[src/rtl/regfile_sb_if.sv]
// rtl/regfile_sb_if.sv - read, write, issue and debug signal bundle for regfile_sb
interface regfile_sb_if #(
  parameter int DATA_W = 32,
  parameter int ADDR_W = 5
);
  // operand read ports
  logic [ADDR_W-1:0] rr1;
  logic [ADDR_W-1:0] rr2;
  logic [DATA_W-1:0] rd1;
  logic [DATA_W-1:0] rd2;
  logic              re1;
  logic              re2;
  // writeback port
  logic              we;
  logic [ADDR_W-1:0] wr;
  logic [DATA_W-1:0] wd;
  // issue port from decode
  logic              iss;
  logic [ADDR_W-1:0] iss_rd;
  logic              iss_rdy;
  logic              hazard;
  // debug read port and error flag
  logic [ADDR_W-1:0] dbg_addr;
  logic [DATA_W-1:0] dbg_data;
  logic              sb_err;

  modport master (
    output rr1, rr2, re1, re2, we, wr, wd, iss, iss_rd, dbg_addr,
    input  rd1, rd2, iss_rdy, hazard, dbg_data, sb_err
  );

  modport slave (
    input  rr1, rr2, re1, re2, we, wr, wd, iss, iss_rd, dbg_addr,
    output rd1, rd2, iss_rdy, hazard, dbg_data, sb_err
  );
endinterface

[src/rtl/regfile_sb.sv]
// rtl/regfile_sb.sv - register file with pending-write scoreboard (scoreboard enabled by REGFILE_SB_EN)
module regfile_sb #(
  parameter int DATA_W   = 32,
  parameter int ADDR_W   = 5,
  parameter int ZERO_REG = 1,
  parameter int CNT_W    = 2
) (
  input  logic         clk,
  input  logic         rst,
  regfile_sb_if.slave  bus
);

  localparam int DEPTH = 2 ** ADDR_W;

  logic [DATA_W-1:0] regs [DEPTH];

  // register 0 is hardwired to zero when ZERO_REG is set
  logic wr_is_zero;
  logic wr_ok;
  assign wr_is_zero = (ZERO_REG != 0) && (bus.wr == '0);
  assign wr_ok      = bus.we && !wr_is_zero;

  // stored contents seen by each read port, with register 0 masked
  logic [DATA_W-1:0] stored1;
  logic [DATA_W-1:0] stored2;
  assign stored1 = ((ZERO_REG != 0) && (bus.rr1 == '0)) ? '0 : regs[bus.rr1];
  assign stored2 = ((ZERO_REG != 0) && (bus.rr2 == '0)) ? '0 : regs[bus.rr2];

  // debug port never forwards: it always shows committed state
  assign bus.dbg_data = ((ZERO_REG != 0) && (bus.dbg_addr == '0)) ? '0 : regs[bus.dbg_addr];

  // register storage: cleared by reset, written from writeback
  always_ff @(posedge clk or negedge rst) begin
    if (!rst) begin
      for (int i = 0; i < DEPTH; i++) begin
        regs[i] <= '0;
      end
    end else if (wr_ok) begin
      regs[bus.wr] <= bus.wd;
    end
  end

`ifdef REGFILE_SB_EN

  localparam logic [CNT_W-1:0] CNT_MAX = '1;
  localparam logic [CNT_W-1:0] CNT_ONE = CNT_W'(1);

  logic [CNT_W-1:0] cnt     [DEPTH];
  logic [CNT_W-1:0] cnt_nxt [DEPTH];
  logic             sb_err_q;

  logic iss_is_zero;
  logic iss_acc;
  logic underflow;
  logic fwd1;
  logic fwd2;
  logic pend1;
  logic pend2;

  // a full counter refuses further issues to that destination
  assign bus.iss_rdy = (cnt[bus.iss_rd] != CNT_MAX);

  assign iss_is_zero = (ZERO_REG != 0) && (bus.iss_rd == '0);
  assign iss_acc     = bus.iss && bus.iss_rdy && !iss_is_zero;

  // a writeback with nothing outstanding is a bookkeeping error upstream
  assign underflow = wr_ok && (cnt[bus.wr] == '0);

  // same-cycle writeback forwarding onto the operand ports
  assign fwd1 = wr_ok && (bus.wr == bus.rr1);
  assign fwd2 = wr_ok && (bus.wr == bus.rr2);
  assign bus.rd1 = fwd1 ? bus.wd : stored1;
  assign bus.rd2 = fwd2 ? bus.wd : stored2;

  // last outstanding write landing this cycle is covered by forwarding
  assign pend1 = (cnt[bus.rr1] != '0) &&
                 !((cnt[bus.rr1] == CNT_ONE) && bus.we && (bus.wr == bus.rr1));
  assign pend2 = (cnt[bus.rr2] != '0) &&
                 !((cnt[bus.rr2] == CNT_ONE) && bus.we && (bus.wr == bus.rr2));
  assign bus.hazard = (bus.re1 && pend1) || (bus.re2 && pend2);

  assign bus.sb_err = sb_err_q;

  // next counter values: issue increments, writeback decrements, both cancel
  always_comb begin
    logic inc_i;
    logic dec_i;
    inc_i = 1'b0;
    dec_i = 1'b0;
    for (int i = 0; i < DEPTH; i++) begin
      cnt_nxt[i] = cnt[i];
      inc_i = iss_acc && (bus.iss_rd == ADDR_W'(i));
      dec_i = wr_ok && (bus.wr == ADDR_W'(i));
      if (inc_i && !dec_i) begin
        cnt_nxt[i] = cnt[i] + CNT_ONE;
      end else if (dec_i && !inc_i && (cnt[i] != '0)) begin
        cnt_nxt[i] = cnt[i] - CNT_ONE;
      end
    end
  end

  // counter state register
  always_ff @(posedge clk or negedge rst) begin
    if (!rst) begin
      for (int i = 0; i < DEPTH; i++) begin
        cnt[i] <= '0;
      end
    end else begin
      for (int i = 0; i < DEPTH; i++) begin
        cnt[i] <= cnt_nxt[i];
      end
    end
  end

  // sticky error flag, cleared only by reset
  always_ff @(posedge clk or negedge rst) begin
    if (!rst) begin
      sb_err_q <= 1'b0;
    end else if (underflow) begin
      sb_err_q <= 1'b1;
    end
  end

`else

  // plain register file: no tracking, no forwarding
  assign bus.rd1     = stored1;
  assign bus.rd2     = stored2;
  assign bus.hazard  = 1'b0;
  assign bus.iss_rdy = 1'b1;
  assign bus.sb_err  = 1'b0;

  // issue and read-use inputs have no function in this build
  logic             unused_sb_inputs;
  logic [CNT_W-1:0] unused_cnt;
  assign unused_sb_inputs = ^{bus.iss, bus.iss_rd, bus.re1, bus.re2};
  assign unused_cnt       = '0;

`endif

endmodule

[src/flat_wrapper.sv]
// flat-port wrapper written by rule: the top's interface ports become plain ports
module regfile_sb_flat 
#(
  parameter int DATA_W   = 32,
  parameter int ADDR_W   = 5,
  parameter int ZERO_REG = 1,
  parameter int CNT_W    = 2
)
  (clk, rst, bus_rr1, bus_rr2, bus_re1, bus_re2, bus_we, bus_wr, bus_wd, bus_iss, bus_iss_rd, bus_dbg_addr, bus_rd1, bus_rd2, bus_iss_rdy, bus_hazard, bus_dbg_data, bus_sb_err);
  regfile_sb_if #(.DATA_W(DATA_W), .ADDR_W(ADDR_W)) bus_i ();
  input  logic clk;
  input  logic rst;
  input wire logic [$bits(bus_i.rr1)-1:0] bus_rr1;
  input wire logic [$bits(bus_i.rr2)-1:0] bus_rr2;
  input wire logic [$bits(bus_i.re1)-1:0] bus_re1;
  input wire logic [$bits(bus_i.re2)-1:0] bus_re2;
  input wire logic [$bits(bus_i.we)-1:0] bus_we;
  input wire logic [$bits(bus_i.wr)-1:0] bus_wr;
  input wire logic [$bits(bus_i.wd)-1:0] bus_wd;
  input wire logic [$bits(bus_i.iss)-1:0] bus_iss;
  input wire logic [$bits(bus_i.iss_rd)-1:0] bus_iss_rd;
  input wire logic [$bits(bus_i.dbg_addr)-1:0] bus_dbg_addr;
  output wire logic [$bits(bus_i.rd1)-1:0] bus_rd1;
  output wire logic [$bits(bus_i.rd2)-1:0] bus_rd2;
  output wire logic [$bits(bus_i.iss_rdy)-1:0] bus_iss_rdy;
  output wire logic [$bits(bus_i.hazard)-1:0] bus_hazard;
  output wire logic [$bits(bus_i.dbg_data)-1:0] bus_dbg_data;
  output wire logic [$bits(bus_i.sb_err)-1:0] bus_sb_err;
  assign bus_i.rr1 = bus_rr1;
  assign bus_i.rr2 = bus_rr2;
  assign bus_i.re1 = bus_re1;
  assign bus_i.re2 = bus_re2;
  assign bus_i.we = bus_we;
  assign bus_i.wr = bus_wr;
  assign bus_i.wd = bus_wd;
  assign bus_i.iss = bus_iss;
  assign bus_i.iss_rd = bus_iss_rd;
  assign bus_i.dbg_addr = bus_dbg_addr;
  assign bus_rd1 = bus_i.rd1;
  assign bus_rd2 = bus_i.rd2;
  assign bus_iss_rdy = bus_i.iss_rdy;
  assign bus_hazard = bus_i.hazard;
  assign bus_dbg_data = bus_i.dbg_data;
  assign bus_sb_err = bus_i.sb_err;
  regfile_sb #(.DATA_W(DATA_W), .ADDR_W(ADDR_W), .ZERO_REG(ZERO_REG), .CNT_W(CNT_W)) u_core (.clk(clk), .rst(rst), .bus(bus_i));
endmodule
[config.mk]
export PLATFORM = sky130hd
export DESIGN_NAME = regfile_sb_flat
export DESIGN_NICKNAME = d
export VERILOG_FILES = /design/src/rtl/regfile_sb_if.sv /design/src/rtl/regfile_sb.sv /design/src/flat_wrapper.sv
export SDC_FILE = /design/constraint.sdc
export NUM_CORES = 2
export LEC_CHECK = 0
export CELL_PAD_IN_SITES_DETAIL_PLACEMENT = 0
export CELL_PAD_IN_SITES_GLOBAL_PLACEMENT = 1
export CORE_ASPECT_RATIO = 0.9
export CORE_UTILIZATION = 53
export DETAILED_ROUTE_END_ITERATION = 12
export PLACE_DENSITY = 0.83
export SETUP_SLACK_MARGIN = 0.15
export SLEW_MARGIN = 20
export SYNTH_ARGS = -nofsm -noshare
export SYNTH_HDL_FRONTEND = slang
export SYNTH_SLANG_ARGS = --single-unit
[constraint.sdc]
create_clock -name clk -period 3.65 [get_ports clk]
set_input_delay 0.73 -clock clk [delete_from_list [all_inputs] [get_ports clk]]
set_output_delay 0.73 -clock clk [all_outputs]
set_load 0.02 [all_outputs]
==> metrics.md <==
| Metric | Value |
|---|---|
| Antenna violations before repair | `18` |
| Final min period | `between 3000 and 4000 ps` |
| Post-synth ARST share | `1.00` |
| Pins Over Slew Limit | `0` |
| Core area | `about 120000 sq um` |
| Final setup viols | `0` |
| CP required | `2920 ps` |
| Post-synth EDFFs | `0` |
| Area of the multi-input gates | `between 30000 and 40000 sq um` |
| Flops & latches, synth | `between 1000 and 1500` |
| Total power | `slightly below 0.04 W` |
| Antenna Nets Post-Route | `0` |
| Top FF cell, synth | `dfrtp_1` |
| Starting Density | `0.535` |
| Buffers plus inverters on the worst setup path | `8` |
| Gr usage total | `0.396` |
| Crit path kind | `in -> out` |
| Skew final | `0 ps` |
| Initial DRT Pass Iterations | `5` |
| Die area | `119000 sq um` |
| Die X | `approximately 360 um` |
| Status | `completed` |
| Placer Congestion | `about 0.94` |
| Critical Path End Type | `primary output` |
| Mapped Cells | `4358` |
| WL per Instance | `between 30 and 40 um` |
| F_max | `between 0.2 and 0.3 GHz` |
| Fill count | `between 8000 and 9000` |
| Final WS setup | `15.3 ps` |
| Congestion Overflow GR | `0` |
| Reg clk slew, reported paths | `60 ps` |
| # nets final | `about 4900` |
| Sequential-to-total area share from yosys stat | `0.410` |
| Final core utilization | `0.663` |
| Largest net degree at the start of global routing | `between 100 and 150` |
| Vias per cell | `approximately 7.4` |
| Slowest CP cell | `mux4_2` |
| Clock power frac | `0.318` |
| R2R Path End | `u_core.regs[456]` |
| Place WS | `-733 ps` |
| Worst slew pin tran | `1130 ps` |
| CP arrival | `2900 ps` |
| TritonCTS sink count | `roughly 1000` |
| Reg2reg path depth | `2` |
| Final Instance Area | `about 78000 sq um` |
| Final WL | `between 200 and 250 mm` |
| Synth cell types | `between 40 and 50` |
| Gate power share | `0.274` |
| PD cells | `approximately 500 nW/um^2` |
| Worst hold endpoint | `u_core.regs[1009]` |
| Max-Cap Viols | `0` |
| Final Cycle Share | `0.996` |
| Reg with most FFs | `u_core.regs` |
| CTS tree | `built` |
| Synth-to-layout area growth | `24.0%` |
| Critical Path Max Stage Delay | `approximately 490 ps` |
| Setup crit start kind | `primary input` |
| RSZ-0062 raised after global routing | `yes` |
| Crit-path cells | `buf_16 > buf_12 > buf_12 > buf_16 > buf_8 > buf_6 > mux4_2 > a22o_1 > a211oi_4 > nor3_2 > buf_4 > buf_6` |
| Cell area after synthesis | `roughly 63000 sq um` |
| Leak Pwr | `around 34 nW` |
| Hold_sp | `u_core.regs[1009]` |
| Register share of total power | `0.408` |
| # DRC | `0` |
| Fin Setup TNS | `0 ps` |
| Routed vias | `~48000` |
| CTS root buf | `clkbuf_16` |
| Cell Int Power | `approximately 0.027 W` |
| Hold path depth | `0` |
| # rows | `119` |
| Ports | `between 150 and 200` |
| Biggest regs | `u_core.regs (1024)` |
| Max reg flops | `approximately 1000` |
| Crit Reg-Reg Startpoint | `u_core.regs[456]` |
| Yosys Warn Count | `0` |
| Area after DPL | `around 70000 sq um` |
| Most common cell after layout, fill and taps aside | `dfrtp_1` |
| Max H-tree Level | `3` |
| Num CTS Buffers | `~110` |
| Most frequent cells in the layout | `1024 x dfrtp_1, 1004 x mux2_2, 601 x mux4_2` |
| CTS Buffer Depth | `3` |
| Initial DRC count | `~6300` |
| Port Buf Inserts | `150` |
| CP delay by family, top | `buffers and inverters` |
| Vias in the first global route | `about 47000` |
| Mapped Avg Cell Area | `14.4 sq um` |
| Rel. slew slack | `0.246` |
| Sw Share | `0.303` |
| Die height | `328 um` |
| Seq. cell area | `roughly 26000 sq um` |
| Switch Pwr | `0.0118 W` |
| CP max FO | `7` |
| Clk_lat worst skew | `between 700 and 800 ps` |
| Share of cells above drive strength 1 | `0.578` |
| Worst hold path class | `reg -> reg` |
| VDD IR max | `about 0.00037 V` |
| R2R setup slack | `around 2700 ps` |
| First-pass GRT wire length | `around 340 mm` |
| Hpwl dp | `149 mm` |
| Final hold vios | `0` |
## layer usage
| layer | GRT usage | vias up | wire, um |
|---|---|---|---|
| met3 | 0.136 | 910 | 32400 |
| met5 | 0 | - | 51 |
| met2 | 0.574 | 3785 | 104000 |
| li1 | - | 18300 | - |
| met4 | 0.220 | 8 | 15900 |
| met1 | 0.523 | 24800 | 85400 |
## per-stage QoR
| stage | cells | hold WS, ps |
|---|---|---|
| after floorplan | 4359 | 434 |
| after CTS | 6404 | 400 |
| after global placement | 6105 | 387 |
| after detailed placement | 6105 | 387 |
| after global routing | 6479 | 411 |
| final | 6486 | 400 |
## synthesized netlist by cell type, types with 49 or more instances
master    instances  share of area
dfrtp_1        1024           0.41
mux2_2         1005           0.18
mux4_2          601           0.22
mux2i_1         401          0.064
clkbuf_1        266          0.016
buf_2           128          0.010
a22oi_1          94          0.011
a211oi_1         77         0.0092
o22ai_1          71         0.0071
a22o_1           69         0.0097
buf_1            68         0.0041
nor2b_1          63         0.0063
a21oi_1          56         0.0045
nor3_1           49         0.0039
## worst max-delay path by stage
stage                     from           to  slack, ps  cells after the start
finish              bus_rr2[0]  bus_rd2[12]         20                     12
global route        bus_rr2[0]   bus_rd2[7]         10                     11
CTS                 bus_rr2[0]   bus_rd2[7]         40                     11
detailed placement  bus_rr2[3]  bus_rd2[16]       -730                      9
global placement    bus_rr2[3]  bus_rd2[16]      -1110                      9
floorplan           bus_rr1[1]  bus_rd1[10]        340                      8
## power groups by stage
| stage | clock (W) | combinational, W | sequential (W) |
|---|---|---|---|
| floorplan | 0 | 0.00684 | 0.0150 |
| global placement | 0 | 0.00948 | 0.0156 |
| detailed placement | 0 | 0.00970 | 0.0158 |
| CTS | 0.0124 | 0.0102 | 0.0156 |
| global route | 0.0129 | 0.0111 | 0.0161 |
| finish | 0.0124 | 0.0107 | 0.0158 |
## layout make-up
class	count	area share
Inverter	26	0.00126
Tap cell	1573	0.0254
Multi-Input combinational cell	2778	0.465
Clock buffer	162	0.0422
Clock inverter	44	0.00874
Timing Repair Buffer	868	0.127
Sequential cell	1024	0.330
Antenna cell	11	0.000355
## timing repair
item                                   4_1_cts  5_1_grt
resized for setup                          403      185
setup buffers                               74       68
setup endpoints to repair                   94       87
hold buffers                                 1        0
pin swaps                                   63       66
endpoints found under the hold margin       13        0
gates cloned                                18        3
## cell families (layout without fill, tap and decap cells)
logic type	after synthesis	in the layout	synth area share
AO/OA/AOI/OAI	497	497	0.0608
AND/OR/NAND/NOR	242	242	0.0209
multiplexers	2036	2036	0.467
other	2	14	0.000120
buffers and inverters	557	1100	0.0418
flip-flops	1024	1024	0.410
(Power assumes the default switching activity.)
